## config.mk

```make
export PLATFORM = sky130hd
export DESIGN_NAME = imem_loader
export DESIGN_NICKNAME = d
export VERILOG_FILES = /design/src/rtl/cpu_pkg.sv /design/src/rtl/byte_packer.sv /design/src/rtl/imem_loader.sv
export SDC_FILE = /design/constraint.sdc
export NUM_CORES = 1
export LEC_CHECK = 0
export BUFFER_PORTS_ARGS = -buffer_cell sky130_fd_sc_hd__buf_4
export CAP_MARGIN = 25
export CORE_MARGIN = 2
export CORE_UTILIZATION = 60
export DETAILED_ROUTE_END_ITERATION = 8
export PLACE_DENSITY = 0.84
export SLEW_MARGIN = 20
export SYNTH_ARGS = -nofsm -noshare
export SYNTH_HDL_FRONTEND = slang
export SYNTH_SLANG_ARGS = --single-unit
```

## constraint.sdc

```tcl
create_clock -name clk -period 4.3 [get_ports clk]
set_input_delay 0.86 -clock clk [delete_from_list [all_inputs] [get_ports clk]]
set_output_delay 0.86 -clock clk [all_outputs]
set_load 0.005 [all_outputs]
```

## src/rtl/cpu_pkg.sv

```systemverilog
// rtl/cpu_pkg.sv - shared loader state type and word geometry
package cpu_pkg;
  typedef enum logic [1:0] {IDLE, LOAD, DONE, ERR} loader_state_t;
  localparam int BYTES_PER_WORD = 4;
endpackage

```

## src/rtl/byte_packer.sv

```systemverilog
// rtl/byte_packer.sv - packs accepted bytes into a little-endian 32-bit word
module byte_packer
  import cpu_pkg::*;
(
  input  logic        clk,
  input  logic        rst,
  input  logic        clear,
  input  logic        accept,
  input  logic [7:0]  in_byte,
  input  logic        in_last,
  output logic        word_ready,
  output logic [31:0] word
);
  logic [1:0]  idx_q, idx_d;
  logic [31:0] asm_q, asm_d;

  always_comb begin
    // asm_q upper bytes stay zero until filled, so a short final word is zero-padded
    word       = asm_q | ({24'b0, in_byte} << {idx_q, 3'b000});
    word_ready = accept && (in_last || idx_q == 2'(BYTES_PER_WORD - 1));
    idx_d      = idx_q;
    asm_d      = asm_q;
    if (clear) begin
      idx_d = 2'd0;
      asm_d = 32'd0;
    end else if (accept) begin
      if (word_ready) begin
        idx_d = 2'd0;
        asm_d = 32'd0;
      end else begin
        idx_d = idx_q + 2'd1;
        asm_d = word;
      end
    end
  end

  always_ff @(posedge clk or negedge rst) begin
    if (!rst) begin
      idx_q <= 2'd0;
      asm_q <= 32'd0;
    end else begin
      idx_q <= idx_d;
      asm_q <= asm_d;
    end
  end
endmodule

```

## src/rtl/imem_loader.sv

```systemverilog
// rtl/imem_loader.sv - byte stream to instruction memory loader holding the CPU in reset
// Optional LOADER_CHECKSUM_EN adds sum_out, a modulo-256 sum of bytes accepted since start.
module imem_loader
  import cpu_pkg::*;
#(
  parameter int DATA_WIDTH    = 32,
  parameter int ADDRESS_WIDTH = 8,
  parameter int MAX_WORDS     = 2 ** (ADDRESS_WIDTH - 2)
) (
  input  logic                     clk,
  input  logic                     rst,
  input  logic                     start,
  input  logic                     in_valid,
  output logic                     in_ready,
  input  logic [7:0]               in_data,
  input  logic                     in_last,
  output logic                     we,
  output logic [ADDRESS_WIDTH-1:0] waddr,
  output logic [DATA_WIDTH-1:0]    wdata,
  output logic                     cpu_rst,
  output logic                     busy,
  output logic                     done,
  output logic                     err
`ifdef LOADER_CHECKSUM_EN
  ,
  output logic [7:0]               sum_out
`endif
);
  localparam int WIDX_W = ADDRESS_WIDTH - 1;

  loader_state_t            state_q, state_d;
  logic [WIDX_W-1:0]        word_idx_q, word_idx_d;
  logic                     in_ready_q, in_ready_d;
  logic                     we_q, we_d;
  logic [ADDRESS_WIDTH-1:0] waddr_q, waddr_d;
  logic [DATA_WIDTH-1:0]    wdata_q, wdata_d;
  logic                     cpu_rst_q, cpu_rst_d;
  logic                     busy_q, busy_d;
  logic                     done_q, done_d;
  logic                     err_q, err_d;
  logic                     clear;
  logic                     accept;
  logic                     pk_word_ready;
  logic [31:0]              pk_word;

  assign accept = in_valid && in_ready_q;

  byte_packer u_packer (
    .clk        (clk),
    .rst        (rst),
    .clear      (clear),
    .accept     (accept),
    .in_byte    (in_data),
    .in_last    (in_last),
    .word_ready (pk_word_ready),
    .word       (pk_word)
  );

  always_comb begin
    state_d    = state_q;
    word_idx_d = word_idx_q;
    we_d       = 1'b0;
    waddr_d    = waddr_q;
    wdata_d    = wdata_q;
    clear      = 1'b0;
    case (state_q)
      IDLE, DONE, ERR: begin
        if (start) begin
          state_d    = LOAD;
          word_idx_d = '0;
          clear      = 1'b1;
        end
      end
      LOAD: begin
        if (accept) begin
          if (pk_word_ready) begin
            we_d       = 1'b1;
            waddr_d    = {word_idx_q[ADDRESS_WIDTH-3:0], 2'b00};
            wdata_d    = pk_word;
            word_idx_d = word_idx_q + WIDX_W'(1);
          end
          if (in_last) state_d = DONE;
        end else if (in_valid && word_idx_q == WIDX_W'(MAX_WORDS)) begin
          state_d = ERR;
        end
      end
      default: state_d = IDLE;
    endcase
    // Memory full: drop ready ahead of time so an extra byte is refused, not swallowed
    in_ready_d = (state_d == LOAD) && (word_idx_d != WIDX_W'(MAX_WORDS));
    busy_d     = (state_d == LOAD);
    done_d     = (state_d == DONE);
    err_d      = (state_d == ERR);
    cpu_rst_d  = !(state_q == DONE && state_d == DONE);
  end

  always_ff @(posedge clk or negedge rst) begin
    if (!rst) begin
      state_q    <= IDLE;
      word_idx_q <= '0;
      in_ready_q <= 1'b0;
      we_q       <= 1'b0;
      waddr_q    <= '0;
      wdata_q    <= '0;
      cpu_rst_q  <= 1'b1;
      busy_q     <= 1'b0;
      done_q     <= 1'b0;
      err_q      <= 1'b0;
    end else begin
      state_q    <= state_d;
      word_idx_q <= word_idx_d;
      in_ready_q <= in_ready_d;
      we_q       <= we_d;
      waddr_q    <= waddr_d;
      wdata_q    <= wdata_d;
      cpu_rst_q  <= cpu_rst_d;
      busy_q     <= busy_d;
      done_q     <= done_d;
      err_q      <= err_d;
    end
  end

  assign in_ready = in_ready_q;
  assign we       = we_q;
  assign waddr    = waddr_q;
  assign wdata    = wdata_q;
  assign cpu_rst  = cpu_rst_q;
  assign busy     = busy_q;
  assign done     = done_q;
  assign err      = err_q;

`ifdef LOADER_CHECKSUM_EN
  logic [7:0] sum_q, sum_d;

  always_comb begin
    sum_d = sum_q;
    if (clear)       sum_d = 8'd0;
    else if (accept) sum_d = sum_q + in_data;
  end

  always_ff @(posedge clk or negedge rst) begin
    if (!rst) sum_q <= 8'd0;
    else      sum_q <= sum_d;
  end

  assign sum_out = sum_q;
`endif
endmodule

```

Word-level counts from Yosys, hierarchy flattened:

Index checks and enable logic that the tools add are counted.

* flip-flop bits (word level): 87
* bits of input ports: 13
* output and inout bits: 46
* logic and storage cells: 56

* $add $sub $neg: 2
* eq/ne operators: 9
* shift-type cells: 1
* multiplexer cells: 20
* bitwise operators: 1
* reductions and logical operators: 11

Operators by type and width (number)
* two-way mux 32 bit: 3
* OR 32 bit: 1
* left shift 8 x 5 -> 32 bit: 1
* two-way mux 7 bit: 3
* two-way mux 2 bit: 7
* case mux 7 bit (2 select lines): 1
* equality test 2 bit, second input constant: 5
* adder 7 x 1 -> 7 bit, second input constant: 1
* equality test 7 bit, second input constant: 1
* != test 7 bit, second input constant: 1
* logical AND 1 bit: 5
* two-way mux 1 bit: 5
* equality test 2 x 1 -> 1 bit, second input constant: 2
* case mux 2 bit (2 select lines): 1
* AND reduction 3 bit: 1
* OR reduction 3 bit: 1
* adder 2 x 1 -> 2 bit, second input constant: 1
* logical NOT 2 bit: 1
* nonzero test 2 bit: 1
* logical NOT 1 bit: 1
* logical OR 1 bit: 1

Longest topological paths before layout:

* depth after elaboration: 8
* mapped depth: 7
* mapped depth without buffers: 7

By module:

Synthesis repeated with hierarchy kept, for this count alone.

* cell total of the unflattened synthesis: 363
* area, all modules: 3786.1 µm²

Modules (own cells, without submodules)
* imem_loader: times used 1, cells each 230, area an instance 2202.1 µm², sequential area each 1327.5 µm²
* byte_packer: times used 1, cells each 133, area an instance 1584.0 µm², sequential area each 850.8 µm²

Least setup slack after synthesis:

Ideal clock, no wire load.

* path type: input -> register
* from: in in_last
* to: reg in_ready_q, in the netlist in_ready
* setup time: 0.133 ns
* arrival time: 1.887 ns
* data required time: 4.167 ns
* path slack: 2.279 ns
* cell stages on the path: 5
* buffers on the path: 0
* cells stage by stage: o211ai_2 > nor4_2 > mux2i_1 > nor4b_1 > a211oi_1

* longest elaborated chain between the ends: 7
* elaborated cells between the ends (all ways): 11
* classes of those cells: eq/ne (2); mux (6); reduce/logical (3)

RTL lines
* start, declared: line imem_loader.sv:16 `input logic in_last,`
* logical OR 1 bit: line byte_packer.sv:20 `word_ready = accept && (in_last || idx_q == 2'(BYTES_PER_WORD - 1));`
* logical AND 1 bit: line byte_packer.sv:20
* two-way mux 7 bit: line imem_loader.sv:76 `if (pk_word_ready) begin`
* two-way mux 7 bit: line imem_loader.sv:75 `if (accept) begin`
* case mux 7 bit (2 select lines): line imem_loader.sv:66 `case (state_q)`
* named net word_idx_d[6]: line imem_loader.sv:32 `logic [WIDX_W-1:0] word_idx_q, word_idx_d;`
* != test 7 bit: line imem_loader.sv:90 `in_ready_d = (state_d == LOAD) && (word_idx_d != WIDX_W'(MAX_WORDS));`
* logical AND 1 bit: line imem_loader.sv:90
* named net in_ready_d: line imem_loader.sv:33 `logic in_ready_q, in_ready_d;`
* end signal, assigned: line imem_loader.sv:112 `in_ready_q <= in_ready_d;`
* end, declared: line imem_loader.sv:33

The timed path passes the listed nets, and every way through them passes these cells.
A chain may end at the register's enable or synchronous reset.

Worst setup path after layout:

* from: reg u_packer.idx_q[1]
* to: reg wdata_q[6], in the netlist wdata[6]

* longest elaborated chain between the ends: 4
* elaborated cells between the ends (all ways): 6
* classes of those cells: eq/ne (1); shift (1); bitwise (1); reduce/logical (3)

RTL lines
* start, declared: line byte_packer.sv:14 `logic [1:0] idx_q, idx_d;`
* start signal, assigned: line byte_packer.sv:42 `idx_q <= idx_d;`
* branches (longest 4 deep; another with left shift 8 x 5 -> 32 bit)
* end signal, assigned: line imem_loader.sv:115 `wdata_q <= wdata_d;`
* end, declared: line imem_loader.sv:36 `logic [DATA_WIDTH-1:0] wdata_q, wdata_d;`

Several ways; the timed one is not identified.

==> results.sh <==
export IMPL_synth_seq_area_share=0.606
export IMPL_num_vias=2620
export IMPL_worst_path_buf_inv=1
export IMPL_cap_viol_max_count=0
export IMPL_synth_simple_area_share=0.114
export IMPL_p_leak_nw=1.94
export IMPL_synthDistinctLibCells=34
export IMPL_synthCells=324
export IMPL_cp_slowest_cell="nor2_4"
export IMPL_setup_violations=0
export IMPL_power_density_mw_per_mm2=621
export IMPL_synth_top_family_by_area="compound AO/OA/AOI/OAI gates"
export IMPL_drive_above_1_share=0.232
export IMPL_die_height_um=81.4
export IMPL_cts_num_sinks=87
export IMPL_whs_path_depth=1
export IMPL_dr_pass1_iters=5
export IMPL_antenna_found_initial=0
export IMPL_muxShareOfSynthArea=0.0296
export IMPL_holdBufCountCts=0
export IMPL_ioPinCount=59
export IMPL_synth_warning_count=0
export IMPL_dp_hpwl_um=4930
export IMPL_end_kind="flip-flop"
export IMPL_min_period_over_period=0.556
export IMPL_routedWlPerCell_um=17.0
export IMPL_io_buffers=56
export IMPL_cp_start_kind="flip-flop"
export IMPL_ant_nets=0
export IMPL_synthFlopType="dfrtp_1"
export IMPL_crit_type="reg -> reg"
export IMPL_max_clock_freq_mhz=418
export IMPL_cp_cell_sequence="ha_1 -> o211ai_2 -> nor2_4 -> buf_4 -> nor2_1 -> a21oi_1"
export IMPL_synthArstFlopShare=1.00
export IMPL_grt_use_total=0.250
export IMPL_finalClockSkew_ns=0.0127
export IMPL_cts_tree="done"
export IMPL_core_mm2=0.00585
export IMPL_whs_ns=0.507
export IMPL_synth_edf_count=0
export IMPL_htreeDepth=3
export IMPL_tns_ns=0
export IMPL_fin_nets=381
export IMPL_synth_area_mm2=0.00359
export IMPL_clkLatencyLatePin_ns=0.36
export IMPL_die_w_um=81.4
export IMPL_critical_path_top_delay_family="simple AND/OR/NAND/NOR gates"
export IMPL_max_stage_delay_ns=0.60
export IMPL_viasPerCell=5.89
export IMPL_status="finished, final reports clean"
export IMPL_fill_cells=430
export IMPL_period_minus_slack_ns=2.39
export IMPL_dieArea_mm2=0.00662
export IMPL_yosysTopAreaCellShare=0.599
export IMPL_slew_headroom=0.507
export IMPL_root_buffer="clkbuf_8"
export IMPL_grt_pass1_wl_um=12200
export IMPL_cp_depth=6
export IMPL_placementRows=28
export IMPL_arrival_ns=2.66
export IMPL_grt_pass1_vias=2441
export IMPL_synth_compound_gate_area_share=0.193
export IMPL_clockBufferDepth=2
export IMPL_grt_max_degree=88
export IMPL_synth_seq_cells=87
export IMPL_overflow=0
export IMPL_syn_area_per_cell_um2=11.1
export IMPL_place_congestion=0.903
export IMPL_initial_core_util=0.614
export IMPL_synth_most_common_cell="dfrtp_1"
export IMPL_synth_xor_area_share=0
export IMPL_cp_max_fo=42
export IMPL_path_clk_slew_ns=0.08
export IMPL_netlist_top_cells_count="dfrtp_1, a21oi_1, nor2_1"
export IMPL_cp_required_ns=4.57
export IMPL_syn2layout_area_growth_pct=16.3
export IMPL_slew_viol_final=0
export IMPL_synth_top_cell_by_area="dfrtp_1"
export IMPL_hold_viol=0
export IMPL_ys_top_cells_by_area="dfrtp_1, a21oi_1, a22o_1"
export IMPL_ir_drop_mv=0.332
export IMPL_postCtsSetupRepairBufs=0
export IMPL_tightest_slew_ns=0.740
export IMPL_drtIter0Drc=324
export IMPL_routed_wl_um=7540
export IMPL_hold_class="reg -> reg"
export IMPL_drc=0
export IMPL_numCtsBuffers=9
export IMPL_reg2reg_depth=6
export IMPL_ctsResizeCount=0
export IMPL_rsz0062_at_grt="no"
export IMPL_synth_fa_ha_area_frac=0.0104
export IMPL_antenna_cells=0
## cells by family (layout without fill, tap and decap cells)
kind of cell | Yosys count | after routing
compound gates | 111 | 111
fa+ha+maj | 3 | 3
buf+inv | 32 | 77
flops | 87 | 87
mux | 10 | 10
other cells | 1 | 2
simple gates | 80 | 80
## path summary, 6_finish.rpt
check / startpoint / to / slack (ns)
hold reg to reg: u_packer.asm_q[21]$_DFFE_PN0P_ / u_packer.asm_q[21]$_DFFE_PN0P_ / 0.51
hold / removal: u_packer.asm_q[21]$_DFFE_PN0P_ / u_packer.asm_q[21]$_DFFE_PN0P_ / 0.51
min in group asynchronous: rst / wdata[0]$_DFFE_PN0P_ / 0.55
setup reg to reg: u_packer.idx_q[1]$_DFFE_PN0P_ / wdata[6]$_DFFE_PN0P_ / 1.91
setup / recovery: u_packer.idx_q[1]$_DFFE_PN0P_ / wdata[6]$_DFFE_PN0P_ / 1.91
max in group asynchronous: rst / u_packer.asm_q[24]$_DFFE_PN0P_ / 3.24
## layer usage
metal	GRT usage	routed length [µm]	share of wire	up-vias
met3	0.0444	420	0.056	14
met1	0.363	3430	0.45	1282
met2	0.373	3550	0.47	96
met5	0	0	0	-
li1	-	-	-	1228
met4	0.107	148	0.020	0
## registers in the layout, summed over array words and instances, names as in the netlist
signal and cells:
u_packer.asm_q 32, u_packer.idx_q 2, done 1, waddr 6, in_ready 1, wdata 32
busy 1, cpu_rst 1, word_idx_q 7, we 1, state_q 2, err 1
## area by class of cell
cell class | count | area, µm² | area share
flip-flops and latches | 87 | 2180 | 0.521
repair buffers | 57 | 432 | 0.103
well taps | 75 | 93.8 | 0.0224
multi-input cells | 206 | 1260 | 0.302
clock buffers | 11 | 141 | 0.0338
inverters | 4 | 15.0 | 0.00359
clock inverters | 5 | 57.6 | 0.0138
## power breakdown
group	total, mW	switching, mW	internal (mW)
Combinational	0.816	0.406	0.410
Clock	0.564	0.280	0.285
Sequential	1.21	0.162	1.05
## metrics by stage
step	utilization	setup slack, ns	power [mW]	std cells	area (µm²)
after floorplan	-	2.28	1.65	325	3600
after global placement	0.680	1.75	2.01	429	3980
after detailed placement	0.680	1.68	2.04	429	3980
after CTS	0.714	1.92	2.61	445	4180
after global routing	0.715	1.62	2.78	445	4180
final	0.715	1.91	2.59	445	4180
## cells in the final DEF, fill, tap and decap left out, types with 2 or more instances in the layout
| cell type | Yosys | layout |
|---|---|---|
| a21oi_1 | 64 | 64 |
| a22o_1 | 32 | 32 |
| and2_1 | 2 | 2 |
| buf_4 | 4 | 56 |
| clkbuf_8 | 0 | 10 |
| clkinv_2 | 0 | 2 |
| clkinv_4 | 0 | 2 |
| conb_1 | 1 | 2 |
| dfrtp_1 | 86 | 86 |
| ha_1 | 3 | 3 |
| inv_1 | 4 | 4 |
| mux2_2 | 5 | 5 |
| mux2i_1 | 5 | 5 |
| nand2_1 | 12 | 12 |
| nand3_1 | 6 | 6 |
| nand3b_1 | 2 | 2 |
| nor2_1 | 38 | 37 |
| nor2b_1 | 7 | 7 |
| nor3_1 | 3 | 3 |
| nor4_2 | 2 | 2 |
| nor4b_1 | 2 | 2 |
| o21ai_0 | 11 | 11 |
Note: power is estimated with default switching activity, not from simulation.
